`config.mk`:
```
export PLATFORM = sky130hd
export DESIGN_NAME = axis_fifo
export DESIGN_NICKNAME = d
export VERILOG_FILES = /design/src/rtl/axis_fifo.sv
export SDC_FILE = /design/constraint.sdc
export NUM_CORES = 1
export LEC_CHECK = 0
export ABC_AREA = 1
export BUFFER_PORTS_ARGS = -buffer_cell sky130_fd_sc_hd__buf_2
export CAP_MARGIN = 15
export CORE_MARGIN = 3
export CORE_UTILIZATION = 55
export CTS_BUF_LIST = sky130_fd_sc_hd__clkbuf_16
export DETAILED_ROUTE_END_ITERATION = 7
export PLACE_DENSITY = 0.74
export SLEW_MARGIN = 20
export SYNTH_ARGS = -nofsm -noshare
export SYNTH_HDL_FRONTEND = slang
export SYNTH_SLANG_ARGS = --single-unit
```
`constraint.sdc`:
```
create_clock -name aclk -period 3.37 [get_ports aclk]
set_input_delay 1.011 -clock aclk [delete_from_list [all_inputs] [get_ports aclk]]
set_output_delay 1.011 -clock aclk [all_outputs]
set_load 0.005 [all_outputs]
```
`src/rtl/axis_fifo.sv`:
```
// AXI4-Stream first-word-fall-through FIFO carrying tdata and tlast per beat.
// Reports its occupancy and gives a pulse for each packet that completes on the m side.
module axis_fifo #(
   parameter int DATA_WIDTH = 32,
   parameter int ADDR_WIDTH = 2
) (
   input  logic                  aclk,
   input  logic                  areset_n,
   input  logic                  s_tvalid,
   output logic                  s_tready,
   input  logic [DATA_WIDTH-1:0] s_tdata,
   input  logic                  s_tlast,
   output logic                  m_tvalid,
   input  logic                  m_tready,
   output logic [DATA_WIDTH-1:0] m_tdata,
   output logic                  m_tlast,
   output logic [ADDR_WIDTH:0]   count,
   output logic                  pkt_done
);

   localparam int DEPTH = 1 << ADDR_WIDTH;
   localparam logic [ADDR_WIDTH:0] FULL = {1'b1, {ADDR_WIDTH{1'b0}}};
   localparam logic [ADDR_WIDTH:0] CNT_ONE = (ADDR_WIDTH+1)'(1);
   localparam logic [ADDR_WIDTH-1:0] PTR_ONE = ADDR_WIDTH'(1);

   logic [DATA_WIDTH:0]   mem_q [DEPTH];
   logic [ADDR_WIDTH-1:0] wr_ptr_q, wr_ptr_d;
   logic [ADDR_WIDTH-1:0] rd_ptr_q, rd_ptr_d;
   logic [ADDR_WIDTH:0]   count_q, count_d;
   logic                  pkt_done_q, pkt_done_d;
   logic [DATA_WIDTH:0]   head;
   logic                  push, pop;

   // Flags come from the registered count only, so no ready/valid input reaches them combinationally.
   assign s_tready = areset_n & (count_q != FULL);
   assign m_tvalid = (count_q != '0);
   assign push     = s_tvalid & s_tready;
   assign pop      = m_tvalid & m_tready;

   assign head     = mem_q[rd_ptr_q];
   assign m_tdata  = m_tvalid ? head[DATA_WIDTH-1:0] : '0;
   assign m_tlast  = m_tvalid & head[DATA_WIDTH];
   assign count    = count_q;
   assign pkt_done = pkt_done_q;

   always_comb begin
      wr_ptr_d   = wr_ptr_q;
      rd_ptr_d   = rd_ptr_q;
      count_d    = count_q;
      pkt_done_d = pop & m_tlast;
      if (push) wr_ptr_d = wr_ptr_q + PTR_ONE;
      if (pop)  rd_ptr_d = rd_ptr_q + PTR_ONE;
      case ({push, pop})
         2'b10:   count_d = count_q + CNT_ONE;
         2'b01:   count_d = count_q - CNT_ONE;
         default: count_d = count_q;
      endcase
   end

   always_ff @(posedge aclk or negedge areset_n) begin
      if (!areset_n) begin
         wr_ptr_q   <= '0;
         rd_ptr_q   <= '0;
         count_q    <= '0;
         pkt_done_q <= 1'b0;
      end else begin
         wr_ptr_q   <= wr_ptr_d;
         rd_ptr_q   <= rd_ptr_d;
         count_q    <= count_d;
         pkt_done_q <= pkt_done_d;
      end
   end

   // Storage is not reset; the output gating keeps unwritten slots off the bus.
   always_ff @(posedge aclk) begin
      if (push) mem_q[wr_ptr_q] <= {s_tlast, s_tdata};
   end

endmodule

```
==> impl_metrics.yaml <==
synth:
  yosys.area.top_type_share_pct: 64.9
  yosys-top-cells-area: "edfxtp_1 65%, inv_1 9.0%, nand2_1 8.9%"
  netlist.top_cell.by_area: "edfxtp_1"
  synth_cells: 581
  synth_seq_cells: 140
  synthesis.area_per_instance_um2: 10.5
  yosysUniqueCellTypes: 19
  synth.net_count: 624
  syn-cell-area_um2: 6100
  synth-seq-area-share_pct: 68.2
  yosys_warnings: 0
hold_path:
  hold_path_class: "in2async"
route:
  ant_nets: 0
  drt_pass1_iterations: 5
  post-route-drc-count: 0
  detail_route.iter0.violations: 333
  wirelength_routed_mm: 12.7
  wire_per_inst_um: 15.6
  viasPerCell: 5.14
  vias: 4169
timing:
  setup_total_negative_slack_ns: 0
  timing.clock.skew_ns: 0.00782
  timing_max_transition_violations_final: 0
  maxSlewHeadroom_pct: 54.1
  rsz0062_at_grt: "no"
  setup_violating_endpoint_count_in_the_final_report: 0
  finalHoldViolations: 0
  max_freq_mhz: 327
  worst-slew-pin-transition_ns: 0.687
  final.period_utilization_pct: 90.7
  final.min_clock_period_ns: 3.06
layout:
  final_cell_count_no_fill: 811
  finish.net_count: 704
  finish.utilization_pct: 68.8
  fill_cells: 768
  layout-drive-gt1-share_pct: 18.4
  flow.area_growth_from_synthesis_pct: 19.1
  final-seq-area_um2: 4170
  multi_input_comb_area_um2: 1250
clock_tree:
  cts_hold_repair.buffers: 0
  post_cts_buffers: 0
  ctsResizeCount: 0
  clock_path_buffers: 2
  clkSinkCount: 140
  clk_latency_ns: 0.41
  ctsRootBufferMaster: "clkbuf_16"
  maximum_level_of_the_cts_h_tree: 4
  cts_buffers: 17
  tritoncts: "yes"
  path_clk_slew_ns: 0.06
floorplanning:
  std_cell_rows: 37
  floorplan.core_area_um2: 10600
  io-pin-count: 76
  initial_utilization_pct: 57.8
  die-area_um2: 12400
  die-height_um: 111
  die_w_um: 111
power_and_ir_drop:
  worst_ir_drop_vdd_v: 0.000597
  pwr_density_cell_nw_per_um2: 842
  power.static_leakage_nw: 3.33
placed_design:
  gp_routability_congestion: 0.782
  dp_cells: 778
  dp_hpwl_mm: 7.68
  port_buffers: 75
worst_setup_path:
  crit_fanout: 18
  worst_setup_path_start_kind: "flip-flop"
  cp.arrival_ns: 2.04
  worst-setup-path-type: "reg2out"
  worst_setup_path_end_kind: "primary output"
  worstPathRequired_ns: 2.36
global_route:
  grt_start_max_net_pins: 42
  antenna_violations_before_repair: 1
  grt_pass1_wl_mm: 20.6
  grt_pass1_vias: 4153
  globalRouteOverflowTotal: 0
  grt_use_total_pct: 21.2
flow_run:
  timing.max_cap.violations: 0
status:
  outcome: "finished clean"
==> cells by family (layout without fill, tap and decap cells) <==
family	count (synthesis)	after routing	share of synthesized area (%)
adders and majority gates	6	6	1.35
xor gates and xnor gates	2	2	0.287
DFF	140	140	68.2
AOI/OAI and AO/OA	36	36	2.95
buffers and inverters	173	266	11.7
and+or+nand+nor	224	224	15.5
other	0	1	0
==> layer usage <==
layer,track usage [%],share of wire (%),vias up
li1,-,-,2007
met2,35.0,50,167
met5,0,0.087,-
met3,4.51,7.1,16
met4,9.25,1.3,2
met1,27.4,42,1977
==> worst max-delay path, stage by stage, from the launching register on <==
cell and delay [ns]:
dfrtp_1 0.39, inv_1 0.14, nand3_2 0.13, inv_1 0.51, buf_12 0.24, a21oi_1 0.07
buf_2 0.13
==> power by group <==
group | internal, mW | total (mW) | switching, mW
combinational | 0.752 | 2.02 | 1.27
sequential | 2.13 | 2.23 | 0.106
clock | 1.16 | 1.87 | 0.706
==> flip-flops by register name, indices dropped and copies added, names as in the netlist <==
| name | flops |
|---|---|
| pkt_done | 1 |
| count | 3 |
| rd_ptr_q | 2 |
| wr_ptr_q | 2 |
| mem_q | 132 |
==> final cells by class <==
type / count / area share [%]
Sequential cell: 140 / 57.3
Multi-Input combinational cell: 268 / 17.3
Inverter: 148 / 7.64
Timing Repair Buffer: 86 / 7.16
Clock buffer: 17 / 5.85
Clock inverter: 15 / 2.38
Tap cell: 136 / 2.34
Antenna cell: 1 / 0.0344
==> final timing paths <==
check / start / endpoint / slack [ns] / depth (start not counted)
max: count[0] / m_tdata[0] / 0.31 / 6
min: areset_n / count[1] / 0.45 / 1
max reg2reg: count[0] / count[2] / 1.06 / 10
min reg2reg: count[0] / count[0] / 0.49 / 1
max in group asynchronous: areset_n / rd_ptr_q[0] / 2.70 / 1
min in group aclk: count[0] / count[0] / 0.49 / 1
==> placed cells by master (no fill, tap or decap), drive strengths merged <==
cell type  count
fa             1
a21oi         34
nand4          3
nor2           4
ha             5
and2           1
xnor2          2
clkbuf        17
bufinv         3
o21ai          2
nand2        145
inv          152
nand3         71
dfrtp          8
edfxtp       132
buf           86
clkinv         4
clkinvlp       4
diode          1
==> Yosys cell counts <==
| library cell | instances |
|---|---|
| buf_6 | 5 |
| nand2_1 | 145 |
| ha_1 | 5 |
| buf_4 | 4 |
| dfrtp_1 | 8 |
| a21oi_1 | 34 |
| nand3_2 | 1 |
| clkbuf_1 | 6 |
| o21ai_0 | 2 |
| xnor2_1 | 2 |
| nand4_1 | 3 |
| fa_1 | 1 |
| nand3_1 | 70 |
| inv_2 | 2 |
| nor2_1 | 4 |
| inv_1 | 146 |
| edfxtp_1 | 132 |
| and2_1 | 1 |
| buf_2 | 10 |
==> metrics by stage <==
| step | instance area, um2 | hold slack (ns) | power, mW | setup WS, ns |
|---|---|---|---|---|
| 6_report | 7270 | 0.454 | 6.12 | 0.314 |
| 5_1_grt | 7260 | 0.462 | 6.48 | 0.220 |
| 4_1_cts | 7260 | 0.449 | 6.17 | 0.312 |
| 3_5_place_dp | 6670 | 0.486 | 4.28 | 0.487 |
| 3_3_place_gp | 6670 | 0.479 | 4.23 | 0.589 |
| 2_1_floorplan | 6100 | 0.489 | 3.52 | 0.319 |
Power figures use the tool's default switching activity.
